<file path="src/rtl/crop_pkg.sv">
// Shared types and default geometry for the crop sequencer slice.
package crop_pkg;

   localparam int CROP_IN_ROWS   = 100;
   localparam int CROP_IN_COLS   = 160;
   localparam int CROP_OUT_ROWS  = 48;
   localparam int CROP_OUT_COLS  = 48;
   localparam int CROP_MAX_CROPS = 8;
   localparam int CROP_TIMEOUT   = 65535;

   localparam int CROP_YW = $clog2(CROP_IN_ROWS);
   localparam int CROP_XW = $clog2(CROP_IN_COLS);

   typedef enum logic [2:0] {
      IDLE,
      REQ,
      ARM,
      RUN,
      NEXT,
      FIN
   } seq_state_e;

   typedef struct packed {
      logic [CROP_YW-1:0] y;
      logic [CROP_XW-1:0] x;
   } crop_coord_t;

   // Index width that stays legal for a single-entry table.
   function automatic int clog2_min1(input int v);
      return (v <= 1) ? 1 : $clog2(v);
   endfunction

endpackage

</file>
<file path="src/rtl/crop_coord_table.sv">
// Origin table: MAX_CROPS entries, append-only write pointer, clear, and window range check.
module crop_coord_table
   import crop_pkg::*;
#(
   parameter int IN_ROWS   = CROP_IN_ROWS,
   parameter int IN_COLS   = CROP_IN_COLS,
   parameter int OUT_ROWS  = CROP_OUT_ROWS,
   parameter int OUT_COLS  = CROP_OUT_COLS,
   parameter int MAX_CROPS = CROP_MAX_CROPS,
   parameter int IW        = clog2_min1(MAX_CROPS),
   parameter int CW        = $clog2(MAX_CROPS + 1)
) (
   input  logic          clk,
   input  logic          reset,
   input  logic          clear,
   input  logic          wr_en,
   input  crop_coord_t   wr_coord,
   input  logic [IW-1:0] rd_idx,
   output crop_coord_t   rd_coord,
   output logic [CW-1:0] count,
   output logic [CW-1:0] count_next,
   output logic          full,
   output logic          reject
);

   crop_coord_t tab [MAX_CROPS];
   logic        in_range;
   logic        do_write;

   assign in_range = (int'(wr_coord.y) + OUT_ROWS <= IN_ROWS) &&
                     (int'(wr_coord.x) + OUT_COLS <= IN_COLS);

   // A clear in the same cycle suppresses both the write and the error.
   assign do_write = wr_en && in_range && !clear;
   assign reject   = wr_en && !in_range && !clear;

   always_comb begin
      count_next = count;
      if (clear)
         count_next = '0;
      else if (do_write)
         count_next = count + CW'(1);
   end

   always_ff @(posedge clk) begin
      if (reset)
         count <= '0;
      else
         count <= count_next;
   end

   always_ff @(posedge clk) begin
      if (do_write)
         tab[count[IW-1:0]] <= wr_coord;
   end

   assign rd_coord = tab[rd_idx];
   assign full     = (count == CW'(MAX_CROPS));

endmodule

</file>
<file path="src/rtl/crop_sequencer.sv">
// Crop window scheduler: replays the source frame once per table entry and counts output beats.
// Optional watchdog on stalled output streams: define CROP_SEQ_TIMEOUT_EN.
module crop_sequencer
   import crop_pkg::*;
#(
   parameter int IN_ROWS        = CROP_IN_ROWS,
   parameter int IN_COLS        = CROP_IN_COLS,
   parameter int OUT_ROWS       = CROP_OUT_ROWS,
   parameter int OUT_COLS       = CROP_OUT_COLS,
   parameter int MAX_CROPS      = CROP_MAX_CROPS,
   parameter int TIMEOUT_CYCLES = CROP_TIMEOUT,
   parameter int YW             = $clog2(IN_ROWS),
   parameter int XW             = $clog2(IN_COLS),
   parameter int IW             = clog2_min1(MAX_CROPS)
) (
   input  logic          clk,
   input  logic          reset,
   input  logic          cfg_valid,
   output logic          cfg_ready,
   input  logic [YW-1:0] cfg_y,
   input  logic [XW-1:0] cfg_x,
   input  logic          cfg_clear,
   input  logic          start,
   output logic          busy,
   output logic          done,
   output logic          err,
   output logic          frame_req,
   input  logic          frame_ack,
   output logic [YW-1:0] crop_y1,
   output logic [XW-1:0] crop_x1,
   output logic          crop_start,
   output logic [IW-1:0] crop_id,
   input  logic          beat_valid,
   input  logic          beat_ready,
   output logic          crop_done
);

   localparam int CW    = $clog2(MAX_CROPS + 1);
   localparam int TOTAL = OUT_ROWS * OUT_COLS;
   localparam int BW    = clog2_min1(TOTAL);

   seq_state_e    state, state_next;
   logic [CW-1:0] idx;
   logic [BW-1:0] beat_cnt;
   logic          err_q;

   crop_coord_t   rd_coord;
   logic [CW-1:0] tbl_count, tbl_count_next;
   logic          tbl_full, tbl_reject;
   logic          wr_en, clear, beat, last_beat, timeout;

   assign cfg_ready = (state == IDLE) && !tbl_full;
   assign wr_en     = cfg_valid && cfg_ready;
   assign clear     = cfg_clear && (state == IDLE);
   assign beat      = beat_valid && beat_ready;
   assign last_beat = (state == RUN) && beat && (beat_cnt == BW'(TOTAL - 1));

   crop_coord_table #(
      .IN_ROWS  (IN_ROWS),
      .IN_COLS  (IN_COLS),
      .OUT_ROWS (OUT_ROWS),
      .OUT_COLS (OUT_COLS),
      .MAX_CROPS(MAX_CROPS),
      .IW       (IW),
      .CW       (CW)
   ) u_table (
      .clk       (clk),
      .reset     (reset),
      .clear     (clear),
      .wr_en     (wr_en),
      .wr_coord  ('{y: CROP_YW'(cfg_y), x: CROP_XW'(cfg_x)}),
      .rd_idx    (idx[IW-1:0]),
      .rd_coord  (rd_coord),
      .count     (tbl_count),
      .count_next(tbl_count_next),
      .full      (tbl_full),
      .reject    (tbl_reject)
   );

`ifdef CROP_SEQ_TIMEOUT_EN
   localparam int TW = $clog2(TIMEOUT_CYCLES + 1);
   logic [TW-1:0] idle_cnt;

   always_ff @(posedge clk) begin
      if (reset || state != RUN || beat)
         idle_cnt <= '0;
      else
         idle_cnt <= idle_cnt + TW'(1);
   end

   assign timeout = (state == RUN) && !beat && (idle_cnt == TW'(TIMEOUT_CYCLES - 1));
`else
   // Watchdog compiled out: RUN waits for beats indefinitely.
   assign timeout = (TIMEOUT_CYCLES < 0);
`endif

   always_comb begin
      state_next = state;
      unique case (state)
         IDLE: if (start) state_next = (tbl_count_next == '0) ? FIN : REQ;
         REQ:  if (frame_ack) state_next = ARM;
         ARM:  state_next = RUN;
         RUN: begin
            if (last_beat)
               state_next = NEXT;
            else if (timeout)
               state_next = FIN;
         end
         NEXT: state_next = (idx + CW'(1) == tbl_count) ? FIN : REQ;
         FIN:  state_next = IDLE;
         default: state_next = IDLE;
      endcase
   end

   always_ff @(posedge clk) begin
      if (reset) begin
         state    <= IDLE;
         idx      <= '0;
         beat_cnt <= '0;
         err_q    <= 1'b0;
         crop_y1  <= '0;
         crop_x1  <= '0;
         crop_id  <= '0;
      end else begin
         state <= state_next;

         if (state == IDLE && start)
            idx <= '0;
         else if (state == NEXT)
            idx <= idx + CW'(1);

         // Terminal count leaves RUN, so the counter never wraps.
         if (state == ARM)
            beat_cnt <= '0;
         else if (state == RUN && beat && !last_beat)
            beat_cnt <= beat_cnt + BW'(1);

         if (clear)
            err_q <= 1'b0;
         else if (tbl_reject || timeout)
            err_q <= 1'b1;

         // Origin is captured while waiting for the frame, so it is stable before crop_start.
         if (state == REQ) begin
            crop_y1 <= YW'(rd_coord.y);
            crop_x1 <= XW'(rd_coord.x);
            crop_id <= idx[IW-1:0];
         end
      end
   end

   assign busy       = (state != IDLE);
   assign frame_req  = (state == REQ);
   assign crop_start = (state == ARM);
   assign crop_done  = (state == NEXT);
   assign done       = (state == FIN);
   assign err        = err_q;

endmodule
</file>
<file path="config.mk">
export PLATFORM = sky130hd
export DESIGN_NAME = crop_sequencer
export DESIGN_NICKNAME = d
export VERILOG_FILES = /design/src/rtl/crop_pkg.sv /design/src/rtl/crop_coord_table.sv /design/src/rtl/crop_sequencer.sv
export SDC_FILE = /design/constraint.sdc
export NUM_CORES = 1
export LEC_CHECK = 0
export ABC_AREA = 1
export ABC_CLOCK_PERIOD_IN_PS = 3400
export CAP_MARGIN = 40
export CORE_UTILIZATION = 51
export DETAILED_ROUTE_END_ITERATION = 8
export GPL_TIMING_DRIVEN = 0
export PLACE_DENSITY = 0.71
export SYNTH_ARGS = -nofsm -noshare
export SYNTH_HDL_FRONTEND = slang
export SYNTH_SLANG_ARGS = --single-unit
</file>
<file path="constraint.sdc">
create_clock -name clk -period 3.4 [get_ports clk]
set_clock_uncertainty 0.15 [all_clocks]
set_input_delay 0.51 -clock clk [delete_from_list [all_inputs] [get_ports clk]]
set_output_delay 0.51 -clock clk [all_outputs]
set_load 0.005 [all_outputs]
</file>
[After elaboration in Yosys (flattened, before gate mapping)]
Memories as Yosys holds them, arrays and structs flattened. A register that Yosys moved wholly into a read port is not among the register bits.
Index checks and enable logic that the tools add are counted.
Word-level totals
  bits in registers: 27
  bits in writable memories: 120
  bits of input ports: 23
  output and inout port bits: 25
  word-level logic and storage cells: 59
  memories kept: 1
Operators by class
  $add $sub $neg: 5
  magnitude comparators: 2
  equal/unequal tests: 11
  muxes and demuxes: 10
  reductions and logical operators: 24
Memory list
  u_table.tab: words 8, bits a word 15, read ports 1, clocked after memory_dff 1, write ports 1, line crop_coord_table.sv:26  | crop_coord_t tab [MAX_CROPS];
Operator list (count)
  less-or-equal comparator 32 x 8 -> 1 bit (second input constant): 1
  less-or-equal comparator 32 x 9 -> 1 bit (second input constant): 1
  two-way mux 3 bit: 5
  one-hot mux 3 bit (5 select lines): 1
  logical AND 1 bit: 13
  adder 12 x 1 -> 12 bit (second input constant): 1
  equality test 12 bit (second input constant): 1
  adder 8 x 6 -> 9 bit (second input constant): 1
  adder 4 x 1 -> 4 bit (second input constant): 2
  adder 7 x 6 -> 8 bit (second input constant): 1
  two-way mux 4 bit: 2
  equality test 3 x 2 -> 1 bit (second input constant): 2
  equality test 3 bit (second input constant): 2
  OR reduction 2 bit: 3
  equality test 4 bit: 1
  equality test 4 bit (second input constant): 1
  logical NOT 1 bit: 4
  logical NOT 4 bit: 1
  != test 2 bit (second input constant): 2
  equality test 3 x 1 -> 1 bit (second input constant): 1
  logical NOT 3 bit: 1
  AND reduction 3 bit: 1
  nonzero test 3 bit: 1
  two-way mux 1 bit: 2
  != test 2 x 1 -> 1 bit (second input constant): 1

[Depth between registers and ports, before layout]
Gate-level depths: netlist (run 1).
  word-level depth: 12
  gate-level depth with buffers: 16
  gate-level depth less buffers: 16

[Modules after synthesis]
From an unflattened synthesis (run 1), not the netlist that was laid out.
Second synthesis, totals
  cell total of the unflattened synthesis: 699
  area total of the unflattened synthesis: 6960.4 um2
By module, submodules not included
  crop_coord_table: instances 1, cells each 422, area each 5117.4 um2, sequential area each 3683.5 um2
  crop_sequencer: instances 1, cells each 277, area each 1843.0 um2, sequential area each 760.7 um2

[Worst setup path after synthesis (run 1)]
No wires, ideal clock.
  kind: register to register
  start point: reg u_table.count[1]
  end point: mem u_table.tab[2][0] (netlist name), enable pin
  library setup time: 0.406 ns
  data arrival time: 2.472 ns
  data required time: 2.844 ns
  setup slack: 0.372 ns
  stages on the path, launching flop included: 9
  buffers on the path: 1
  period minus slack after synthesis: 3.028 ns
  path through: dfxtp_1 clkbuf_1 inv_1 ha_1 nand3_1 nand3_2 nor2_4 nand4_1 nor3_1
On the way
  cells in the longest elaborated chain, start to end: 8
RTL lines
  start, declared: line crop_coord_table.sv:20  | output logic [CW-1:0] count,
  start signal, assigned: line crop_coord_table.sv:49  | count <= count_next;
  equality test 4 bit: line crop_coord_table.sv:58  | assign full = (count == CW'(MAX_CROPS));
  logical NOT 1 bit: line crop_sequencer.sv:52  | assign cfg_ready = (state == IDLE) && !tbl_full;
  logical AND 1 bit: line crop_sequencer.sv:52
  logical AND 1 bit: line crop_sequencer.sv:53  | assign wr_en = cfg_valid && cfg_ready;
  logical AND 1 bit (2 in series): line crop_coord_table.sv:34  | assign do_write = wr_en && in_range && !clear;
  two-way mux 1 bit: line crop_coord_table.sv:53  | if (do_write)
  two-way mux 1 bit (implied by the code): line crop_coord_table.sv:54  | tab[count[IW-1:0]] <= wr_coord;
  end, declared: line crop_coord_table.sv:26
Parallel ways exist; a longest one is shown, timed or not.

[Worst setup path after layout (run 1)]
  start point: in cfg_x[5]
  end point: mem u_table.tab[3][8] (netlist name), enable pin
On the way
  cells in the longest elaborated chain, start to end: 7
RTL lines
  start, declared: line crop_sequencer.sv:21  | input logic [XW-1:0] cfg_x,
  adder 8 x 6 -> 9 bit: line crop_coord_table.sv:31  | (int'(wr_coord.x) + OUT_COLS <= IN_COLS);
  less-or-equal comparator 32 x 9 -> 1 bit: line crop_coord_table.sv:31
  logical AND 1 bit: line crop_coord_table.sv:30  | assign in_range = (int'(wr_coord.y) + OUT_ROWS <= IN_ROWS) &&
  logical AND 1 bit (2 in series): line crop_coord_table.sv:34
  two-way mux 1 bit: line crop_coord_table.sv:53
  two-way mux 1 bit (implied by the code): line crop_coord_table.sv:54
No other way between the ends.

==> results, run 1 <==
- The clock slew seen by the registers of the worst setup and hold paths is around 0.06 ns.
- The clock root buffer master is sky130_fd_sc_hd__clkbuf_16.
- The H-tree generated during clock tree synthesis spans 4 levels.
- The maximum fanout encountered on the critical timing path is 11.
- Measured in cells, the most critical reg-to-reg path has a length of 9.
- The final hold violation count is 0.
- The flip-flop and latch count after synthesis is 162.
- The layout-stage area growth over the synthesis result is 21.2%.
- The later-pin clock latency in the skew report is 0.43 ns.
- The first detailed-routing pass took 6 iterations.
- The post-layout minimum cycle time is 3.26 ns.
- The origin of the worst min-delay path is beat_cnt[2]$_SDFFE_PP0P_.
- The mapped netlist covers between 6000 and 7000 µm².
- The Yosys warning count is 0.
- The top-level I/O count is 48.
- The placer congestion estimate is slightly above 0.8.
- For this run, the leading register cell type out of synthesis is sky130_fd_sc_hd__edfxtp_1.
- The area of the die is 13900 µm².
- The number of max-slew violations in the final report came to 0.
- The detailed-route wire length per cell is 17.9 µm.
- The first global-routing pass estimated 25400 µm of wire.
- In this run, synthesis inferred 120 flip-flops with an integrated enable.
- The initial utilization of the core area, before any placement, comes to between 50% and 60%.
- The cell leakage power is 3.06 nW.
- Cells with a size suffix above 1 make up a little over a tenth of the layout.
- The arrival time reported for the critical path endpoint is 3.24 ns.
- Hold is met by roughly 0.33 ns.
- The placeable core area is roughly 13000 µm².
- The per-instance average area after synthesis is 10.6 µm².
- Counting every sink on the clock net gives between 150 and 200.
- The flow ran to the end, and the final reports show no timing, DRC or antenna violations.
- The startpoint identified for the worst register-to-register timing path is u_table.count[1]$_SDFF_PP0_.
- The leftover overflow at the end of global routing is 0.
- In this run the worst hold path is classified as reg -> reg.
- For this run, design rule violations remaining after detail routing come to 0.
- The share of the synthesized area in the top cell type is 52.8%.
- The post-synthesis sequential area ratio is 65.1%.
- The number of global-route vias before repair came to 4909.
- Counting the buffers created by CTS gives 17.
- Sorting the synthesized cells by area gives the leading types as sky130_fd_sc_hd__edfxtp_1 53%, sky130_fd_sc_hd__dfxtp_1 12%, sky130_fd_sc_hd__nand2_1 5.9%, sky130_fd_sc_hd__o21ai_0 5.1%, sky130_fd_sc_hd__nor2_1 4.8%.
- The share of flip-flops with an asynchronous set or reset after synthesis is 0%.
- The post-route antenna net violation count is 0.
- By count the netlist is led by 120 x sky130_fd_sc_hd__edfxtp_1, 107 x sky130_fd_sc_hd__nand2_1, 87 x sky130_fd_sc_hd__nor2_1.
- The post-place instance area is 7640 µm².
- Summed over all instances, the cell type with the most area after synthesis is sky130_fd_sc_hd__edfxtp_1.
- The via count is 5144.
- The largest net degree at the start of global routing is 17.
- TritonCTS built the clock tree.
- The dominant cell by count in the synthesized netlist is sky130_fd_sc_hd__edfxtp_1.
- The longest clock path from root to sink contains 2 buffers.
- The floorplan step set the die height to 118 µm.
- The post-synthesis cell count is 645.
- The overall die width is 118 µm.
- The critical path is of the in -> reg type.
- The count of input and output buffers is 47.
- Setup violations remaining at the end of the flow were counted as 0.
- The count of routing violations after the opening detailed-route iteration is 537.
- The post-cts hold buffer count is 0.
- 0 antenna diodes ended up in the layout.
- The via density per instance is 5.65.
- The number of antenna violations at the first check in global routing is 0.
- Detailed placement ended at an HPWL of about 11000 µm.
- The worst-case vdd ir drop is 335 µV.
- The number of nets handed over by synthesis was 677.
- Headroom to the max-slew limit came out at around 49%.
- The ratio of final minimum period to clock period is a little over nine tenths.
- After floorplanning, the core was divided into 41 placement rows.
- The synthesized netlist contains 39 unique library cells.
- The worst hold path passes through 2 cells.
- With fillers left out, the area of the finished cells amounts to 8270 µm².
- Power spread over the standard cell area amounts to 612 nW/µm².
- At the pin with the least slew margin, the transition time is 0.755 ns.
- Static timing analysis puts the maximum clock frequency at 307 MHz.
- The worst register-to-register path has a setup slack of 0.15 ns.
- The terminus of the critical flop-to-flop path is u_table.tab[3][8]$_DFFE_PP_.
- STA puts the critical path data required time at 3.38 ns.
- The global-route usage over all layers is 24.3%.
- The total of max-cap violations is 0.
- The path with the worst hold slack has its endpoint at beat_cnt[2]$_SDFFE_PP0P_.
- The critical path capture point type is a flop.
- The final net count is 758.
- Wires add up to ~16000 µm.
- The worst setup path is launched from an input pin.
how the worst max path moves through the flow:
stage                                      startpoint  cells after the start  slack (ns)                           to
after global placement                       cfg_x[5]                     10       -1.42  u_table.tab[0][1]$_DFFE_PP_
after detailed placement                     cfg_x[5]                     11       -0.43  u_table.tab[4][7]$_DFFE_PP_
final                                        cfg_x[5]                     11        0.14  u_table.tab[3][8]$_DFFE_PP_
after CTS                                    cfg_x[5]                     11       -0.02  u_table.tab[4][4]$_DFFE_PP_
after global routing                         cfg_x[5]                     11       -0.02  u_table.tab[3][8]$_DFFE_PP_
after floorplan           u_table.count[1]$_SDFF_PP0_                      8        0.37  u_table.tab[2][0]$_DFFE_PP_
flip-flops by register name (all words and copies together), names as in the netlist:
register	cells
idx	4
crop_y1	7
beat_cnt	12
crop_x1	8
u_table.count	4
state	3
u_table.tab	120
err	1
crop_id	3
layout by cell type, fill, tap and decap left out, types with 3 or more instances in the layout:
| master | Yosys | final |
|---|---|---|
| sky130_fd_sc_hd__edfxtp_1 | 120 | 120 |
| sky130_fd_sc_hd__nand2_1 | 107 | 107 |
| sky130_fd_sc_hd__nor2_1 | 87 | 86 |
| sky130_fd_sc_hd__o21ai_0 | 70 | 70 |
| sky130_fd_sc_hd__inv_1 | 48 | 48 |
| sky130_fd_sc_hd__clkdlybuf4s50_1 | 0 | 47 |
| sky130_fd_sc_hd__dfxtp_1 | 42 | 42 |
| sky130_fd_sc_hd__o22ai_1 | 29 | 29 |
| sky130_fd_sc_hd__nand3_1 | 23 | 23 |
| sky130_fd_sc_hd__clkbuf_1 | 20 | 23 |
| sky130_fd_sc_hd__clkbuf_16 | 0 | 17 |
| sky130_fd_sc_hd__xor2_1 | 12 | 12 |
| sky130_fd_sc_hd__buf_4 | 3 | 12 |
| sky130_fd_sc_hd__a21oi_1 | 11 | 11 |
| sky130_fd_sc_hd__ha_1 | 9 | 9 |
| sky130_fd_sc_hd__nand4_1 | 6 | 6 |
| sky130_fd_sc_hd__nor2_4 | 6 | 6 |
| sky130_fd_sc_hd__inv_2 | 5 | 5 |
| sky130_fd_sc_hd__nor3_4 | 1 | 5 |
| sky130_fd_sc_hd__buf_6 | 0 | 5 |
| sky130_fd_sc_hd__nand2_2 | 4 | 4 |
| sky130_fd_sc_hd__nand3_2 | 4 | 4 |
| sky130_fd_sc_hd__nor2_2 | 3 | 4 |
| sky130_fd_sc_hd__or2_1 | 3 | 3 |
| sky130_fd_sc_hd__nor3_1 | 10 | 3 |
| sky130_fd_sc_hd__a31oi_1 | 3 | 3 |
| sky130_fd_sc_hd__nor3_2 | 0 | 3 |
| sky130_fd_sc_hd__clkinvlp_4 | 0 | 3 |
| sky130_fd_sc_hd__clkbuf_8 | 0 | 3 |
| sky130_fd_sc_hd__clkinv_2 | 0 | 3 |
critical path: stages:
cell and delay, ns:
sky130_fd_sc_hd__clkdlybuf4s50_1 0.79, sky130_fd_sc_hd__ha_1 0.24, sky130_fd_sc_hd__inv_1 0.04, sky130_fd_sc_hd__nor2_1 0.08, sky130_fd_sc_hd__nand3_1 0.12, sky130_fd_sc_hd__nand2_1 0.09, sky130_fd_sc_hd__nand2_1 0.05, sky130_fd_sc_hd__nand2_1 0.25
sky130_fd_sc_hd__nand4_4 0.19, sky130_fd_sc_hd__nor3_2 0.61, sky130_fd_sc_hd__buf_6 0.25
repair_timing:
action                                  CTS  global route
resized for setup                         0             4
endpoints found under the setup margin    9            48
pin swaps                                 0             3
buffers inserted                          0             7
power by group:
part	switching, mW	total (mW)	internal [mW]
sequential	0.0659	2.27	2.21
combinational	0.599	0.983	0.384
clock	0.743	1.80	1.06
total	1.41	5.06	3.65
per-layer routing:
layer / wire, µm / track usage, % / vias up / share of wire, %
met5: 0 / 0 / - / 0
met4: 382 / 9.38 / 0 / 2.3
met3: 1190 / 5.86 / 37 / 7.3
met2: 8270 / 40.8 / 228 / 51
met1: 6500 / 30.3 / 2496 / 40
li1: - / - / 2383 / -
through the flow:
| step | setup slack, ns | utilization (%) | setup TNS [ns] | power, mW | std cells |
|---|---|---|---|---|---|
| 6_report | 0.142 | 64.5 | 0 | 5.06 | 911 |
| 5_1_grt | -0.0249 | 64.5 | -0.296 | 5.26 | 911 |
| 3_3_place_gp | -1.42 | 58.6 | -145.79 | 3.25 | 864 |
| 3_5_place_dp | -0.429 | 59.6 | -24.28 | 3.27 | 872 |
| 4_1_cts | -0.0193 | 63.9 | -0.150 | 5.06 | 904 |
| 2_1_floorplan | 0.372 | - | 0 | 2.86 | 645 |
cell families (layout without fill, tap and decap cells):
logic type	Yosys count	count (layout)	share of synthesized area (%)
buffers and inverters	80	174	4.58
AOI/OAI and AO/OA	121	121	9.80
xor gates and xnor gates	14	14	1.80
and+or+nand+nor	259	259	17.1
DFF	162	162	65.1
adders and majority gates	9	9	1.65
area by class of cell:
type                            instances  area [µm²]
Buffer                                 26         110
Inverter                               54         203
Sequential cell                       162        4440
Timing Repair Buffer                   62         609
Clock buffer                           23         478
Fill cell                             973        4550
Multi-Input combinational cell        403        2130
Clock inverter                          9        80.1
Tap cell                              172         215
(Power assumes the default switching activity.)
==> inputs of run 2 (changes only) <==
--- a/config.mk
+++ b/config.mk
@@ -12,6 +12,7 @@
 export DETAILED_ROUTE_END_ITERATION = 8
 export GPL_TIMING_DRIVEN = 0
 export PLACE_DENSITY = 0.71
+export SKIP_LAST_GASP = 1
 export SYNTH_ARGS = -nofsm -noshare
 export SYNTH_HDL_FRONTEND = slang
 export SYNTH_SLANG_ARGS = --single-unit
==> results of run 2 <==
The final DEF is identical to that of run 1; final timing and power are the same.
==> inputs of run 3 (changes only) <==
--- a/config.mk
+++ b/config.mk
@@ -13,6 +13,7 @@
 export GPL_TIMING_DRIVEN = 0
 export PLACE_DENSITY = 0.71
 export SKIP_LAST_GASP = 1
+export SLEW_MARGIN = 30
 export SYNTH_ARGS = -nofsm -noshare
 export SYNTH_HDL_FRONTEND = slang
 export SYNTH_SLANG_ARGS = --single-unit
==> run 3 against run 2 <==
Non-clock buffer count is 1 higher. Fmax rose by 3.5%. Global-route usage rose by 0.27 points. Sequential share of layout area up 0.19 points. Cell area down 0.35%. Wire length decreased by 0.65%.
==> results, run 3 (same netlist as run 1, synthesis figures left out) <==
- The worst hold path terminates at beat_cnt[2]$_SDFFE_PP0P_.
- The post-route worst setup slack is 0.252 ns (+0.109 ns).
- The worst reg2reg path startpoint is u_table.count[1]$_SDFF_PP0_.
- The via density per instance is 5.58 (-1.1%).
- The final hold violation count is 0 (unchanged).
- The via count is 5093 (-0.99%).
- The most common library cell in the layout ignoring fill and taps is sky130_fd_sc_hd__edfxtp_1.
- The slew of the pin with the lowest slew margin is 0.626 ns (-0.129 ns).
- The antenna diode count is 0 (unchanged).
- The worst setup path is of the reg -> out kind.
- The cell count of the worst hold path is 2 (unchanged).
- STA classifies the critical path startpoint as a flop.
- The minimum hold slack is 0.331 ns (+0.00209 ns).
- The layout-stage area growth over the synthesis result is 20.7%.
- In the layout the commonest cells are 120 x sky130_fd_sc_hd__edfxtp_1, 107 x sky130_fd_sc_hd__nand2_1, 86 x sky130_fd_sc_hd__nor2_1, 70 x sky130_fd_sc_hd__o21ai_0, 48 x sky130_fd_sc_hd__inv_1.
- The overall power of the completed layout came to 5.01 mW (-1.1%).
- The TritonCTS sink count came to 162 (unchanged).
- The share of the core filled with cells is 64.3% (-0.22 points).
- The placeable core area is 12800 µm² (unchanged).
- The setup violation total in the final timing report is 0 (unchanged).
- The internal power consumption is 3.59 mW (-1.7%).
- In this run the critical register-to-register path is captured at u_table.tab[6][5]$_DFFE_PP_.
- The number of rows created at floorplan is 41 (unchanged).
- The aggregate negative setup slack is 0 ns (unchanged).
- The placer congestion estimate came to 0.831 (unchanged).
- The area of the die is 13900 µm² (unchanged).
- The critical path capture point type is a primary output.
- The worst-case headroom to the max-slew limit was 58.3% (+8.9 points).
- The largest net degree at the start of global routing is 17 (unchanged).
- The ratio of final minimum period to clock period is 92.6% (-3.2 points).
- The global-route usage over all layers is 24.6% (+0.27 points).
- The cell count after placement is 879 (+0.80%).
- The first-pass iteration count of the detailed router is 6 (unchanged).
- The power per unit of standard cell area came to 607 nW/µm² (-0.71%).
- The worst-case vdd ir drop is 398 µV (+19%).
- The number of global-route vias before repair is 4997 (+1.8%).
- The later-pin clock latency in the skew report is 0.43 ns (about the same).
- The leftover overflow at the end of global routing came to 0 (unchanged).
- The count of routing violations after the opening detailed-route iteration is 574 (+6.9%).
- The total of max-cap violations is 0 (unchanged).
- The post-cts hold buffer count came to 0 (unchanged).
- The detailed-route wire length per cell was 17.8 µm (-0.76%).
- The total CTS buffers was 17 (unchanged).
- The top-level I/O count is 48 (unchanged).
- The worst hold path begins at beat_cnt[2]$_SDFFE_PP0P_.
- The finished layout cell area is 8240 µm² (-0.35%).
- The register-to-register path setup slack is 0.27 ns (+0.12 ns).
- The final net count is 759 (+0.13%).
- The power dissipated by switching net loads is 1.42 mW (+0.65%).
- The die outline height is 118 µm (unchanged).
- The clock tree from TritonCTS is done.
- The path depth of the worst reg2reg path came to 9 (unchanged).
- The number of H-tree levels is 4 (unchanged).
- The number of antenna violations at the first check in global routing is 0 (unchanged).
- The pre-CTS setup slack is -0.394 ns (+0.0356 ns).
- The total area of multi-input combinational cells is 2110 µm² (-0.88%).
- The worst hold path belongs to the class reg -> reg.
- The post-place instance area was 7680 µm² (+0.54%).
- The detailed-route DRC error count is 0 (unchanged).
- The switching share of power is 28.3% (+0.48 points).
- The clock slew seen by the registers of the worst setup and hold paths is 0.06 ns (about the same).
- The maximum achievable frequency is 318 MHz (+3.5%).
- The post-route antenna net violation count is 0 (unchanged).
- The filler cell count in the final layout was 984 (+1.1%).
- Clock tree synthesis selected as its root buffer the cell sky130_fd_sc_hd__clkbuf_16.
- The number of flip-flops in the largest register is 120 (unchanged).
- The register area came to 4440 µm² (unchanged).
- The post-layout instance count excluding filler cells was 912 (+0.11%).
- The share of power burned in combinational logic is 19.4% (about the same).
- The share of post-route cells with drive strength above 1 is 11.2% (+0.26 points).
- The share of total power in the clock network was 35.2% (-0.4 points).
- Setup repair after global routing left no endpoint under its margin.
- The post-detailed-placement half-perimeter wirelength is 11000 µm (+0.68%).
- The flow ran to the end, and the final reports show no timing, DRC or antenna violations.
- The overall die width is 118 µm (unchanged).
- The wire length of the first global-routing pass is 25600 µm (+1.0%).
- The count of input and output buffers is 47 (unchanged).
- The post-detailed-routing wire length is 16200 µm (-0.65%).
- The initial core utilization is 53.2% (unchanged).
- The maximum fanout encountered on the critical timing path came to 7 (-4).
- The number of max-slew violations in the final report is 0 (unchanged).
- The cell leakage power is 3.07 nW (+0.35%).
- The arrival time reported for the critical path endpoint was 2.49 ns (-0.75 ns).
- The post-layout minimum cycle time is 3.15 ns (-0.109 ns).
- The worst path required time is 2.74 ns (-0.64 ns).
- The part of the power in registers was 45.4% (+0.5 points).
- The buffer depth of the longest clock path was 2 (unchanged).
## run 3: worst max-delay path, cell delays in order, from the launching register on
cell	delay, ns
sky130_fd_sc_hd__dfxtp_1	0.33
sky130_fd_sc_hd__clkbuf_1	0.41
sky130_fd_sc_hd__inv_1	0.25
sky130_fd_sc_hd__ha_1	0.27
sky130_fd_sc_hd__a31oi_1	0.24
sky130_fd_sc_hd__clkdlybuf4s50_1	0.55
## run 3: cell type report
| class | count | share of cell area (%) |
|---|---|---|
| flip-flops and latches | 162 | 53.9 |
| well taps | 172 | 2.61 |
| repair buffers | 63 | 7.44 |
| inverters | 54 | 2.46 |
| clock inverters | 10 | 0.728 |
| plain buffers | 26 | 1.34 |
| multi-input cells | 403 | 25.6 |
| clock buffers | 22 | 5.87 |
## run 3: power by group through the flow
stage          sequential [mW]  clock, mW  combinational [mW]
4_1_cts                   2.27       1.77               0.971
6_report                  2.27       1.76               0.972
5_1_grt                   2.28       1.86                1.07
3_5_place_dp              2.31          0               0.961
2_1_floorplan             2.31          0               0.555
3_3_place_gp              2.31          0               0.936
## run 3: repair_timing
| action | in CTS | in global routing |
|---|---|---|
| setup endpoints to repair | 0 | 17 |
| setup buffers | 0 | 1 |
| gates resized for setup | 0 | 4 |
## run 3: worst max-delay path by stage
stage | from | to | slack [ns] | depth (start not counted)
3_3_place_gp | cfg_x[5] | u_table.tab[0][1]$_DFFE_PP_ | -1.42 | 10
6_report | u_table.count[1]$_SDFF_PP0_ | cfg_ready | 0.25 | 5
2_1_floorplan | u_table.count[1]$_SDFF_PP0_ | u_table.tab[2][0]$_DFFE_PP_ | 0.37 | 8
3_5_place_dp | cfg_x[4] | u_table.tab[4][6]$_DFFE_PP_ | -0.39 | 12
4_1_cts | cfg_x[4] | u_table.tab[4][7]$_DFFE_PP_ | 0.04 | 12
5_1_grt | cfg_y[5] | u_table.tab[6][5]$_DFFE_PP_ | 0.05 | 11
## run 3: layer usage
layer | track usage, % | wire (µm)
met4 | 10.7 | 412
met1 | 29.4 | 6600
met2 | 42.2 | 8210
met5 | 0 | 0
met3 | 5.72 | 1010
